--- config.mk ---
export PLATFORM = sky130hd
export DESIGN_NAME = bgr_startup_seq_flat
export DESIGN_NICKNAME = d
export VERILOG_FILES = /design/src/rtl/bgr_startup_seq_if.sv /design/src/rtl/bgr_startup_seq.sv /design/src/flat_wrapper.sv
export SDC_FILE = /design/constraint.sdc
export NUM_CORES = 1
export LEC_CHECK = 0
export BUFFER_PORTS_ARGS = -buffer_cell sky130_fd_sc_hd__buf_2
export CAP_MARGIN = 25
export CORE_MARGIN = 5
export CORE_UTILIZATION = 50
export DETAILED_ROUTE_END_ITERATION = 7
export GPL_TIMING_DRIVEN = 0
export PLACE_DENSITY_LB_ADDON = 0.05
export SYNTH_ARGS = -nofsm -noshare
export SYNTH_HDL_FRONTEND = slang
export SYNTH_SLANG_ARGS = --single-unit
--- constraint.sdc ---
create_clock -name wb_clk_i -period 1.9 [get_ports wb_clk_i]
set_input_delay 0 -clock wb_clk_i [delete_from_list [all_inputs] [get_ports wb_clk_i]]
set_output_delay 0 -clock wb_clk_i [all_outputs]
set_load 0.005 [all_outputs]
--- src/rtl/bgr_startup_seq_if.sv ---
// Bandgap start-up sequencer signal bundle: start request, bandgap level, sequencer status.
// Latency: none (wires only).
// Backpressure: none; every signal is a level.
`timescale 1ns/1ps
interface bgr_startup_seq_if;
    logic       en;
    logic       vbg_i;
    logic       porst;
    logic       ref_ready;
    logic       fault;
    logic [2:0] state_o;

    // Controller side: requests start-up and supplies the bandgap level.
    modport master (
        output en, vbg_i,
        input  porst, ref_ready, fault, state_o
    );

    // Sequencer side.
    modport slave (
        input  en, vbg_i,
        output porst, ref_ready, fault, state_o
    );
endinterface

--- src/rtl/bgr_startup_seq.sv ---
// Bandgap start-up sequencer: porst pulse, wait for vbg, qualify vbg over a settle window, flag faults.
// Latency: vbg_i to state reaction 2 clocks (synchronizer); all outputs registered.
// Backpressure: none; en low aborts to IDLE from any state and clears a latched fault.
`timescale 1ns/1ps
module bgr_startup_seq #(
    parameter int PORST_CYCLES   = 16,
    parameter int SETTLE_CYCLES  = 64,
    parameter int TIMEOUT_CYCLES = 1024,
    parameter int CNT_W          = 12
) (
    input  logic              wb_clk_i,
    input  logic              wb_rst_i,
    bgr_startup_seq_if.slave  bus
);

    typedef enum logic [2:0] {
        ST_IDLE   = 3'd0,
        ST_PULSE  = 3'd1,
        ST_WAIT   = 3'd2,
        ST_SETTLE = 3'd3,
        ST_READY  = 3'd4,
        ST_FAULT  = 3'd5
    } state_e;

    localparam logic [CNT_W-1:0] PULSE_LAST   = CNT_W'(PORST_CYCLES - 1);
    localparam logic [CNT_W-1:0] SETTLE_LAST  = CNT_W'(SETTLE_CYCLES - 1);
    localparam logic [CNT_W-1:0] TIMEOUT_LAST = CNT_W'(TIMEOUT_CYCLES - 1);
    localparam logic [CNT_W-1:0] CNT_MAX      = {CNT_W{1'b1}};

    state_e           state_q, state_d;
    logic [CNT_W-1:0] pcnt_q, pcnt_d;
    logic [CNT_W-1:0] tcnt_q, tcnt_d;
    logic             sync1_q, sync2_q;
    logic             vbg_s;
    logic             porst_q, ready_q, fault_q;

    // Counters stick at full scale instead of wrapping back into a match window.
    function automatic logic [CNT_W-1:0] sat_inc(input logic [CNT_W-1:0] v);
        return (v == CNT_MAX) ? v : v + CNT_W'(1);
    endfunction

    // Two-flop synchronizer for the asynchronous bandgap level.
    always_ff @(posedge wb_clk_i) begin
        if (wb_rst_i) begin
            sync1_q <= 1'b0;
            sync2_q <= 1'b0;
        end else begin
            sync1_q <= bus.vbg_i;
            sync2_q <= sync1_q;
        end
    end

    assign vbg_s = sync2_q;

    // Next-state and counter rules; en low outranks everything outside IDLE.
    always_comb begin
        state_d = state_q;
        pcnt_d  = pcnt_q;
        tcnt_d  = tcnt_q;
        if (state_q != ST_IDLE && !bus.en) begin
            state_d = ST_IDLE;
        end else begin
            case (state_q)
                ST_IDLE: begin
                    pcnt_d = '0;
                    tcnt_d = '0;
                    if (bus.en) state_d = ST_PULSE;
                end
                ST_PULSE: begin
                    if (pcnt_q == PULSE_LAST) begin
                        state_d = ST_WAIT;
                        tcnt_d  = '0;
                    end else begin
                        pcnt_d = sat_inc(pcnt_q);
                    end
                end
                ST_WAIT: begin
                    tcnt_d = sat_inc(tcnt_q);
                    if (vbg_s) begin
                        state_d = ST_SETTLE;
                        pcnt_d  = '0;
                    end else if (tcnt_q == TIMEOUT_LAST) begin
                        state_d = ST_FAULT;
                    end
                end
                ST_SETTLE: begin
                    tcnt_d = sat_inc(tcnt_q);
                    // A low sample restarts the window; completing the window beats a same-cycle timeout.
                    if (!vbg_s) begin
                        pcnt_d = '0;
                    end else if (pcnt_q == SETTLE_LAST) begin
                        state_d = ST_READY;
                    end else if (tcnt_q == TIMEOUT_LAST) begin
                        state_d = ST_FAULT;
                    end else begin
                        pcnt_d = sat_inc(pcnt_q);
                    end
                end
                ST_READY: begin
                    if (!vbg_s) state_d = ST_FAULT;
                end
                ST_FAULT: begin
                    state_d = ST_FAULT;
                end
                default: begin
                    state_d = ST_IDLE;
                end
            endcase
        end
    end

    // State, counters and outputs registered together so outputs never glitch.
    always_ff @(posedge wb_clk_i) begin
        if (wb_rst_i) begin
            state_q <= ST_IDLE;
            pcnt_q  <= '0;
            tcnt_q  <= '0;
            porst_q <= 1'b0;
            ready_q <= 1'b0;
            fault_q <= 1'b0;
        end else begin
            state_q <= state_d;
            pcnt_q  <= pcnt_d;
            tcnt_q  <= tcnt_d;
            porst_q <= (state_d == ST_PULSE);
            ready_q <= (state_d == ST_READY);
            fault_q <= (state_d == ST_FAULT);
        end
    end

    assign bus.porst     = porst_q;
    assign bus.ref_ready = ready_q;
    assign bus.fault     = fault_q;
    assign bus.state_o   = state_q;

endmodule

--- src/flat_wrapper.sv ---
// flat-port wrapper written by rule: the top's interface ports become plain ports
module bgr_startup_seq_flat 
#(
    parameter int PORST_CYCLES   = 16,
    parameter int SETTLE_CYCLES  = 64,
    parameter int TIMEOUT_CYCLES = 1024,
    parameter int CNT_W          = 12
)
  (wb_clk_i, wb_rst_i, bus_en, bus_vbg_i, bus_porst, bus_ref_ready, bus_fault, bus_state_o);
  bgr_startup_seq_if bus_i ();
  input  logic wb_clk_i;
  input  logic wb_rst_i;
  input wire logic [$bits(bus_i.en)-1:0] bus_en;
  input wire logic [$bits(bus_i.vbg_i)-1:0] bus_vbg_i;
  output wire logic [$bits(bus_i.porst)-1:0] bus_porst;
  output wire logic [$bits(bus_i.ref_ready)-1:0] bus_ref_ready;
  output wire logic [$bits(bus_i.fault)-1:0] bus_fault;
  output wire logic [$bits(bus_i.state_o)-1:0] bus_state_o;
  assign bus_i.en = bus_en;
  assign bus_i.vbg_i = bus_vbg_i;
  assign bus_porst = bus_i.porst;
  assign bus_ref_ready = bus_i.ref_ready;
  assign bus_fault = bus_i.fault;
  assign bus_state_o = bus_i.state_o;
  bgr_startup_seq #(.PORST_CYCLES(PORST_CYCLES), .SETTLE_CYCLES(SETTLE_CYCLES), .TIMEOUT_CYCLES(TIMEOUT_CYCLES), .CNT_W(CNT_W)) u_core (.wb_clk_i(wb_clk_i), .wb_rst_i(wb_rst_i), .bus(bus_i));
endmodule
==> results.py <==
metrics = {
    "global_routing": {
        "use_met3_pct": 4.99,
        "grt_pass1_wl_mm": 8.31,
        "first_global_vias": 1852,
        "grt_usage_pct": 20.1,
        "grt_busiest_layer": "met2",
        "grt_use_met2_pct": 34.5,
        "grt_max_degree": 11,
        "antenna_found_initial": 0,
        "met1_usage_pct": 23.5,
        "grt-ovfl-total": 0,
    },
    "worst_setup_path": {
        "worstSetupEndpointType": "flop",
        "cp-start-kind": "flop",
        "r2r_cells": 6,
        "rr_startpoint": "u_core.tcnt_q[0]",
        "worstPathArrival_ns": 2.07,
        "r2r_end": "u_core.tcnt_q[7]",
        "path_class": "reg -> reg",
        "path_max_fanout": 6,
        "reg2reg_setup_slack_ns": 0.06,
        "cp.required_ns": 2.12,
    },
    "min_path": {
        "hold_depth": 3,
        "hp-class": "in -> reg",
        "hold_end": "u_core.tcnt_q[6]",
        "min_from": "wb_rst_i",
    },
    "power_and_ir_drop": {
        "ir_drop_v": 0.000333,
        "power_leakage_nw": 0.765,
        "powerDensity_mw_per_mm2": 577,
    },
    "logic_synthesis": {
        "synth_edf_count": 0,
        "yosysWarnings": 0,
        "syn_avg_cell_area_um2": 8.45,
        "ys_seq_area_share_pct": 33.2,
        "netlist_area_mm2": 0.00193,
        "synthArstFlopShare_pct": 0,
        "synth-seq-cells": 32,
        "yosys.cell_types.count": 60,
        "synth_flop_cell": "dfxtp_1",
        "netlist_instances": 228,
        "syn-num-nets": 234,
    },
    "floorplanning": {
        "pin_count": 10,
        "dieHeight_um": 72.1,
        "die_x_um": 72.1,
        "num_rows": 22,
        "die_area_mm2": 0.00520,
        "core_area_mm2": 0.00369,
        "start_util_pct": 52.2,
    },
    "sta": {
        "setup_viol": 0,
        "holdWs_ns": 0.0564,
        "slew_headroom_pct": 70.5,
        "period_share_pct": 97.0,
        "final.setup_skew_ns": 0.00808,
        "finalHoldViolCount": 0,
        "fmax_mhz": 543,
        "finalCriticalPeriod_ns": 1.84,
        "slew_violations": 0,
        "tightest_slew_ns": 0.443,
    },
    "route": {
        "drtAntennaViolNets": 0,
        "drt_first_pass_iters": 4,
        "totalWireLength_mm": 4.79,
        "vias_per_cell": 6.27,
        "wire_per_inst_um": 15.9,
        "first_iter_violations": 118,
        "vias": 1888,
        "route.detailed.drc": 0,
    },
    "finish": {
        "syn2layout_area_growth_pct": 19.0,
        "num-nets-final": 259,
        "drive_gt1_share_pct": 26.9,
        "antenna_cells": 0,
        "final_util_pct": 62.2,
        "final_common_cell": "dfxtp_1",
        "layout_common_cells": "dfxtp_1, nand2_1, nor2_1, o21ai_0, a21oi_1",
    },
    "clock_network": {
        "cts-root-buf": "clkbuf_8",
        "clkSlewWorstSetupHoldPaths_ns": 0.07,
        "clkLatencyLatePin_ns": 0.29,
        "cts_sinks": 32,
        "cts_buffers": 5,
        "tritoncts": "built",
        "cts.htree.levels": 2,
        "cts_buffer_depth": 2,
    },
    "placement": {
        "routabilityCongestion": 0.909,
        "portBuffers": 8,
        "dp_hpwl_mm": 3.36,
    },
    "outcome": {
        "status": "complete, no violations",
    },
    "job": {
        "drv_cap": 0,
    },
}
sequential cells by signal, indices dropped and copies added (netlist names):
name                  flops
u_core.bus.state_o        3
u_core.tcnt_q            12
u_core.sync2_q            1
u_core.sync1_q            1
u_core.pcnt_q            12
u_core.bus.fault          1
u_core.bus.ref_ready      1
u_core.bus.porst          1
metal layers:
layer	vias up	share of wire (%)	routed length, um
li1	936	-	-
met1	888	41	1970
met2	51	51	2450
met3	13	5.2	248
met4	0	2.5	121
met5	-	0	0
metrics by stage:
stage	worst slack [ns]	cell area [um^2]	power, mW	instances	setup TNS (ns)
global placement	-0.193	2030	0.827	284	-1.93
finish	0.0570	2290	1.32	301	0
CTS	0.0150	2220	1.33	298	0
floorplan	0.0277	1930	0.797	228	0
global route	-0.0157	2290	1.38	301	-0.0620
detailed placement	-0.264	2030	0.830	284	-2.38
synth_stat cells (5+ instances only):
cell      number  area share, %
or3_1          8            2.6
o21ai_0       15            3.9
nand2b_1       6            1.9
nand2_1       16            3.1
a21oi_1       16            4.2
o31ai_1        6            2.3
nor2_1        15            2.9
nand4_1       11            3.6
inv_1          5           0.97
dfxtp_1       32             33
nand3_1       11            2.9
timing repair:
action,in CTS,in global routing
hold endpoints to repair,1,0
hold buffers,1,0
endpoints found under the setup margin,19,19
resized for setup,20,13
pin swaps,6,4
buffers inserted,6,3
cell families after synthesis:
group / after synthesis / synth area share [%]
DFF: 32 / 33.2
muxes: 2 / 1.04
AOI/OAI and AO/OA: 72 / 26.6
and+or+nand+nor: 104 / 32.3
buffers and inverters: 14 / 4.61
xor gates and xnor gates: 2 / 0.909
adders and majority gates: 2 / 1.30
power by group:
group / switching (mW) / total (mW) / internal, mW
clock network: 0.247 / 0.495 / 0.249
logic: 0.0796 / 0.138 / 0.0582
registers: 0.0101 / 0.691 / 0.681
total: 0.336 / 1.32 / 0.988
area by class of cell:
class | instances | area [um^2]
plain buffers | 9 | 86.3
clock buffers | 6 | 72.6
clock inverters | 1 | 5.00
fillers | 335 | 1400
inverters | 5 | 18.8
multi-input cells | 182 | 1280
flip-flops and latches | 32 | 653
well taps | 48 | 60.1
repair buffers | 18 | 121
worst max-delay path: stages (launching register included):
cell and delay, ns:
dfxtp_2 0.35, ha_2 0.20, and3_4 0.20, a41oi_4 0.22, o21ai_4 0.13, or4_1 0.50
a21oi_2 0.17
worst max-delay path by stage:
stage	slack, ns	endpoint	cells after the start	startpoint
finish	0.06	u_core.tcnt_q[7]	6	u_core.tcnt_q[0]
global route	-0.02	u_core.pcnt_q[10]	8	u_core.pcnt_q[1]
CTS	0.02	u_core.bus.porst	7	u_core.pcnt_q[0]
detailed placement	-0.26	u_core.pcnt_q[8]	7	u_core.tcnt_q[0]
global placement	-0.19	u_core.pcnt_q[7]	8	u_core.pcnt_q[0]
floorplan	0.03	u_core.pcnt_q[1]	7	u_core.pcnt_q[0]
Power figures use the tool's default switching activity.
